[config.mk]
export PLATFORM = sky130hd
export DESIGN_NAME = multi_domain_pg_sequencer
export DESIGN_NICKNAME = d
export VERILOG_FILES = /design/src/rtl/multi_domain_pg_sequencer.sv
export SDC_FILE = /design/constraint.sdc
export NUM_CORES = 1
export LEC_CHECK = 0
export ABC_AREA = 0
export BUFFER_PORTS_ARGS = -buffer_cell sky130_fd_sc_hd__buf_2
export CORE_ASPECT_RATIO = 1.25
export CORE_UTILIZATION = 55
export CTS_BUF_LIST = sky130_fd_sc_hd__clkbuf_4
export DETAILED_ROUTE_END_ITERATION = 16
export GPL_TIMING_DRIVEN = 0
export PLACE_DENSITY_LB_ADDON = 0.1
export SLEW_MARGIN = 20
export SYNTH_ARGS = -nofsm -noshare
export SYNTH_HDL_FRONTEND = slang
export SYNTH_SLANG_ARGS = --single-unit
[constraint.sdc]
create_clock -name clk -period 2.75 [get_ports clk]
set_input_delay 0.4125 -clock clk [delete_from_list [all_inputs] [get_ports clk]]
set_output_delay 0.4125 -clock clk [all_outputs]
set_load 0.005 [all_outputs]
[src/rtl/multi_domain_pg_sequencer.sv]
// Shared power-gating sequencer: round-robin grant, then one power-up or power-down
// sequence at a time across NUM_DOMAINS switch/isolation/retention domains.
module multi_domain_pg_sequencer #(
    parameter int unsigned NUM_DOMAINS   = 4,
    parameter int unsigned STABLE_CYCLES = 10,
    parameter int unsigned ACK_TIMEOUT   = 255,
    parameter int unsigned CNT_W         = 8
) (
    input  logic                   clk,
    input  logic                   rst_n,
    input  logic [NUM_DOMAINS-1:0] power_on_req,
    input  logic [NUM_DOMAINS-1:0] power_off_req,
    input  logic [NUM_DOMAINS-1:0] ack_from_block,
    output logic [NUM_DOMAINS-1:0] isolate_en,
    output logic [NUM_DOMAINS-1:0] save_state,
    output logic [NUM_DOMAINS-1:0] restore_state,
    output logic [NUM_DOMAINS-1:0] power_switch_en,
    output logic [NUM_DOMAINS-1:0] power_on_ack,
    output logic [NUM_DOMAINS-1:0] power_off_ack,
    output logic [NUM_DOMAINS-1:0] timeout_err,
    output logic [NUM_DOMAINS-1:0] domain_on,
    output logic                   busy
);

    localparam int unsigned PTR_W   = (NUM_DOMAINS > 1) ? $clog2(NUM_DOMAINS) : 1;
    localparam logic [63:0] CNT_MAX = (64'd1 << CNT_W) - 64'd1;

    if ((64'(STABLE_CYCLES) > CNT_MAX) || (64'(ACK_TIMEOUT) > CNT_MAX)) begin : g_cnt_w_check
        $error("multi_domain_pg_sequencer: counter load exceeds CNT_W range");
    end
    if (NUM_DOMAINS < 1) begin : g_num_check
        $error("multi_domain_pg_sequencer: NUM_DOMAINS must be >= 1");
    end

    typedef enum logic [3:0] {
        IDLE,
        UP_SWITCH,
        UP_WAIT,
        UP_RESTORE,
        UP_DONE,
        DN_ISO,
        DN_SAVE,
        DN_SWITCH,
        DN_ABORT
    } state_e;

    state_e                 state_q, state_d;
    logic [PTR_W-1:0]       sel_q, sel_d;
    logic [PTR_W-1:0]       rr_ptr_q, rr_ptr_d;
    logic [CNT_W-1:0]       cnt_q, cnt_d;
    logic [NUM_DOMAINS-1:0] domain_on_q, domain_on_d;

    logic [NUM_DOMAINS-1:0] elig_c;
    logic [NUM_DOMAINS-1:0] sel_oh_c;
    logic [NUM_DOMAINS-1:0] dom_c;
    logic [PTR_W-1:0]       cand_c;
    logic [PTR_W-1:0]       grant_idx_c;
    logic                   grant_vld_c;
    logic                   up_c;
    logic                   iso_hold_c;

    always_ff @(posedge clk or negedge rst_n) begin
        if (!rst_n) begin
            state_q     <= IDLE;
            sel_q       <= '0;
            rr_ptr_q    <= '0;
            cnt_q       <= '0;
            domain_on_q <= '0;
        end else begin
            state_q     <= state_d;
            sel_q       <= sel_d;
            rr_ptr_q    <= rr_ptr_d;
            cnt_q       <= cnt_d;
            domain_on_q <= domain_on_d;
        end
    end

    // Round-robin search starting at rr_ptr, wrapping at NUM_DOMAINS-1.
    always_comb begin
        elig_c      = (~domain_on_q & power_on_req) | (domain_on_q & power_off_req);
        grant_vld_c = 1'b0;
        grant_idx_c = '0;
        cand_c      = rr_ptr_q;
        for (int unsigned k = 0; k < NUM_DOMAINS; k++) begin
            if (!grant_vld_c && elig_c[cand_c]) begin
                grant_vld_c = 1'b1;
                grant_idx_c = cand_c;
            end
            cand_c = (cand_c == PTR_W'(NUM_DOMAINS - 1)) ? '0 : cand_c + PTR_W'(1);
        end
    end

    always_comb begin
        state_d     = state_q;
        sel_d       = sel_q;
        rr_ptr_d    = rr_ptr_q;
        cnt_d       = cnt_q;
        domain_on_d = domain_on_q;
        unique case (state_q)
            IDLE: begin
                if (grant_vld_c) begin
                    sel_d    = grant_idx_c;
                    rr_ptr_d = (grant_idx_c == PTR_W'(NUM_DOMAINS - 1)) ? '0
                                                                         : grant_idx_c + PTR_W'(1);
                    state_d  = domain_on_q[grant_idx_c] ? DN_ISO : UP_SWITCH;
                end
            end
            UP_SWITCH: begin
                cnt_d   = CNT_W'(STABLE_CYCLES);
                state_d = UP_WAIT;
            end
            UP_WAIT: begin
                if (cnt_q == '0) begin
                    state_d = UP_RESTORE;
                end else begin
                    cnt_d = cnt_q - CNT_W'(1);
                end
            end
            UP_RESTORE: state_d = UP_DONE;
            UP_DONE: begin
                domain_on_d = domain_on_q | sel_oh_c;
                state_d     = IDLE;
            end
            DN_ISO: begin
                cnt_d   = CNT_W'(ACK_TIMEOUT);
                state_d = DN_SAVE;
            end
            // Acknowledge takes priority over a timeout in the same cycle.
            DN_SAVE: begin
                if (cnt_q != '0) begin
                    cnt_d = cnt_q - CNT_W'(1);
                end
                if (ack_from_block[sel_q]) begin
                    state_d = DN_SWITCH;
                end else if (cnt_q == '0) begin
                    state_d = DN_ABORT;
                end
            end
            DN_SWITCH: begin
                domain_on_d = domain_on_q & ~sel_oh_c;
                state_d     = IDLE;
            end
            DN_ABORT: state_d = IDLE;
            default:  state_d = IDLE;
        endcase
    end

    // Output decode from registered state only; no input-to-output path.
    always_comb begin
        sel_oh_c   = NUM_DOMAINS'(1) << sel_q;
        up_c       = (state_q == UP_SWITCH) || (state_q == UP_WAIT) ||
                     (state_q == UP_RESTORE) || (state_q == UP_DONE);
        iso_hold_c = (state_q == DN_ISO) || (state_q == DN_SAVE) || (state_q == DN_SWITCH);
        dom_c      = domain_on_q;
        if (state_q == UP_DONE) begin
            dom_c = domain_on_q | sel_oh_c;
        end
        if (state_q == DN_SWITCH) begin
            dom_c = domain_on_q & ~sel_oh_c;
        end
        domain_on       = dom_c;
        power_switch_en = dom_c | (up_c ? sel_oh_c : '0);
        isolate_en      = ~dom_c | (iso_hold_c ? sel_oh_c : '0);
        save_state      = (state_q == DN_SAVE)    ? sel_oh_c : '0;
        restore_state   = (state_q == UP_RESTORE) ? sel_oh_c : '0;
        power_on_ack    = (state_q == UP_DONE)    ? sel_oh_c : '0;
        power_off_ack   = (state_q == DN_SWITCH)  ? sel_oh_c : '0;
        timeout_err     = (state_q == DN_ABORT)   ? sel_oh_c : '0;
        busy            = (state_q != IDLE);
    end

endmodule

Word level (Yosys, flattened, before mapping)
Index checks and enable logic that the tools add are counted.

Order comparisons: 6. Bitwise logic cells: 10. Equality and inequality tests: 17. $add $sub $neg: 5. Shift-type cells: 1. Multiplexer cells: 43. Reductions and logical operators: 20.

Operators by type and width (number): $mux 4 (13); $pmux 8 s4 (1); $pmux 4 s6 (1); $lt 2x3->1 const B (6); $eq 4x3->1 const B (4); $mux 2 (8); $mux 8 (2); $or 4x4->4 (4); $and 4x4->4 (3); $bmux 1 s2 (6); $not 4->4 (3); $mux 1 (10); $add 2x1->2 const B (4); $eq 2x2->1 const B (4); $eq 4x2->1 const B (2); $logic_not 8->1 (1); $ne 2x2->1 const B (4); $pmux 4 s2 (1); $reduce_bool 4->1 (2); $reduce_bool 8->1 (1); $sub 8x1->8 const B (1); $reduce_and 3->1 (2); $logic_or 1x1->1 (5); $eq 4x1->1 const B (1); 9 further kinds (13).

Register bits: 20. Bits of input ports: 14. Logic and storage cells: 107. Output and inout port bits: 33.

Longest topological paths before layout
Depth after elaboration: 20. Gate-level depth with buffers: 9. Depth with buffers taken out: 8.

Worst setup path after synthesis
No wires, ideal clock.

Kind: register to register. Start: register rr_ptr_q[0]. End: register state_q[2]. Cell stages (with the launch flop): 9. Setup time: 0.132 ns. Setup slack: 0.511 ns. Clock period less this slack: 2.239 ns. Path buffers: 1. Arrival: 2.107 ns. Path through: dfrtp_1 ha_1 or2_1 buf_6 o311a_1 or3_4 and4_4 o211ai_2 o211ai_1.

Cells in the longest elaborated chain, start to end: 17. Elaborated cells between the ends (all ways): 38.

Ends and longest elaborated chain: start: declaration (RTL line 49) `logic [PTR_W-1:0] rr_ptr_q, rr_ptr_d;`; start signal: assignment (RTL line 72) `rr_ptr_q <= rr_ptr_d;`; parallel branches: the longest is 17 deep, another holds $add 2x1->2; end signal: assignment (RTL line 70) `state_q <= state_d;`; end: declaration (RTL line 47) `state_e state_q, state_d;`.

Several ways; the timed one is not identified. The select of a mux whose other input is x is not followed. A chain may end at the register's enable or synchronous reset.

Worst setup path in the final report
Start: register state_q[2]. End: output domain_on[3].

Cells in the longest elaborated chain, start to end: 3. Elaborated cells between the ends (all ways): 4.

Ends and longest elaborated chain: $eq 4x3->1 (RTL line 155) `if (state_q == UP_DONE) begin`; $mux 4 (RTL line 155); $mux 4 * (RTL line 158) `if (state_q == DN_SWITCH) begin`; end: declaration (RTL line 21) `output logic [NUM_DOMAINS-1:0] domain_on,`.

Mark *: on every way between the ends. The rest lies on a longest branch, timed or not.

==> impl_metrics.yaml <==
die:
  fp.dieW_um: 52.8
  initial_utilization_pct: 59.1
  dieArea_mm2: 0.00346
  row_count: 22
  core-area_mm2: 0.00300
  die_h_um: 65.5
  pin_count: 47
timing:
  max-slew-margin-rel_pct: 50.6
  holdWs_ns: 0.0388
  fin_crit_sh_pct: 88.6
  setup_viol: 0
  fin_tns_setup_ns: 0
  final-hold-violation-count: 0
  fmax_ghz: 0.411
  worstMarginPinSlew_ns: 0.735
  report.final.slew_viol_count: 0
  finClkSkew_ns: 0.0152
  rsz0062_at_grt: "false"
  min_period_ns: 2.44
worst_setup_path:
  crit_fanout: 9
  cp.arrival_ns: 2.02
  cp-start-kind: "register"
  path_class: "reg2out"
  cp-startpoint: "state_q[2]$_DFFE_PN0P_"
  ff2ff_setup_slack_ns: 0.37
  r2r_start: "rr_ptr_q[0]$_DFFE_PN0P_"
  critPathCaptureType: "output port"
  cp.required_ns: 2.34
clocking:
  clk_path_buf_depth: 2
  cts_made_buffers: 3
  post_cts_buffers: 0
  ctsResizeCount: 0
  cts_hold_buf: 0
  insertion_delay_ns: 0.30
  htreeDepth: 1
  cts_tree: "done"
  root_buffer: "clkbuf_4"
  clock-sinks: 20
  clkTransAtPathRegs_ns: 0.12
routing:
  wl_per_cell_um: 13.8
  first_pass_iters: 4
  drt_iter0_markers: 90
  post_drt_via_cell_ratio: 5.93
  vias: 1880
  drc: 0
  wl_mm: 4.36
  ant_nets: 0
synth:
  synth_edf_count: 0
  synth_nets: 249
  netlist_instances: 232
  synth_area_per_cell_um2: 7.64
  ys.flop_type: "dfrtp_1"
  synth_seq_cells: 20
  synth_top_area_share_pct: 28.2
  yosysMostFrequentCell: "nor2_1"
  yosysWarningCount: 0
  yosys-top-cells-count: "nor2_1 (45), nand2_1 (21), a21oi_1 (20), dfrtp_1 (20), o21ai_0 (17)"
  yosysTopAreaCell: "dfrtp_1"
  synth_area_leaders: "dfrtp_1 (28%), nor2_1 (9.5%), a21oi_1 (5.6%)"
  synth_seq_area_share_pct: 28.2
  postSynth.asyncResetShare_pct: 100
  synth.cell_area_mm2: 0.00177
  synth_cell_type_count: 50
placed_design:
  io_buffer_count: 46
  dp_hpwl_mm: 3.38
  routabilityCongestion: 0.850
  postPlaceCellArea_mm2: 0.00205
global_routing:
  antenna_found_initial: 0
  first_global_vias: 1718
  grt_first_pass_wirelength_mm: 7.38
  track_usage_pct: 27.7
  grt_max_degree: 21
  gr-total-overflow: 0
cells_and_area:
  drive_gt1_share_pct: 24.9
  diodes: 0
  nets: 300
  final_cell_area_mm2: 0.00207
  area_delta_synth_final_pct: 16.8
power:
  p_leak_uw: 0.000957
  powerDensity_mw_per_mm2: 1300
  finalPower_uw: 2680
  ir_drop_v: 0.000929
job:
  max_cap_viol_count: 0
worst_hold_path:
  min_path_type: "in2async"
outcome:
  status: "finished, final reports clean"
cell families (layout without fill, tap and decap cells):
logic type | Yosys count | in the layout | share of synthesized area [%]
DFF | 20 | 20 | 28.2
xor gates and xnor gates | 2 | 2 | 0.988
muxes | 14 | 14 | 10.2
AOI/OAI and AO/OA | 65 | 65 | 23.8
adders and majority gates | 3 | 3 | 2.12
and+or+nand+nor | 108 | 108 | 29.5
buffers and inverters | 20 | 69 | 5.15
metal layers:
metal | wire, µm | up-vias | GRT usage [%] | part of all wire [%]
met1 | 1960 | 869 | 34.7 | 45
met3 | 222 | 8 | 2.55 | 5.1
met4 | 53 | 0 | 7.57 | 1.2
li1 | - | 933 | - | -
met5 | 0 | - | 0 | 0
met2 | 2120 | 70 | 49.2 | 49
flip-flops by register name, indices dropped and copies added, names as in the netlist, named ones only:
name and count:
cnt_q 8, rr_ptr_q 2, sel_q 2, state_q 4, domain_on_q 3
power breakdown:
group	internal, µW	switching, µW
clock	50.9	89.4
sequential	417	111
combinational	851	1160
stage by stage:
stage,std cells,worst slack [ns],util [%]
after detailed placement,314,0.391,68.3
after global routing,317,0.0721,69.0
after floorplan,232,0.511,-
after global placement,314,0.405,68.3
final,317,0.314,69.0
after CTS,317,0.358,69.0
layout by cell type (no fill, tap or decap), drive strengths merged, types with 2 or more instances in the layout:
cell,count
nand2b,6
nor3,10
o22ai,4
nand3,7
clkbuf,15
a31oi,7
buf,49
o21ai,18
nand3b,2
mux2,4
or3,3
inv,5
mux2i,8
or2,2
nor3b,2
nor2b,5
nor4,3
a21oi,20
mux4,2
dfrtp,20
o211ai,3
a41oi,2
nand2,21
ha,3
nor2,45
critical path, cell delays in order (launching register included):
cell,delay (ns)
dfrtp_1,0.34
clkbuf_1,0.27
nor2b_1,0.17
clkbuf_1,0.27
nand3_1,0.21
nor2_1,0.25
nor2_1,0.07
buf_2,0.13
worst paths after layout:
path / to / cells past startpoint
max reg2reg: rr_ptr_q[0]$_DFFE_PN0P_ / 8
min reg2reg: cnt_q[3]$_DFFE_PN0P_ / 1
min: state_q[0]$_DFFE_PN0P_ / 1
max in group asynchronous: domain_on_q[2]$_DFFE_PN0P_ / 1
min in group clk: cnt_q[3]$_DFFE_PN0P_ / 1
max: domain_on[3] / 7
layout make-up:
cell class / instances / area, µm²
flip-flops and latches: 20 / 500
multi-input cells: 192 / 1180
repair buffers: 46 / 230
plain buffers: 15 / 72.6
clock buffers: 3 / 22.5
fillers: 287 / 930
well taps: 36 / 45.0
inverters: 5 / 18.8
(Power assumes the default switching activity.)
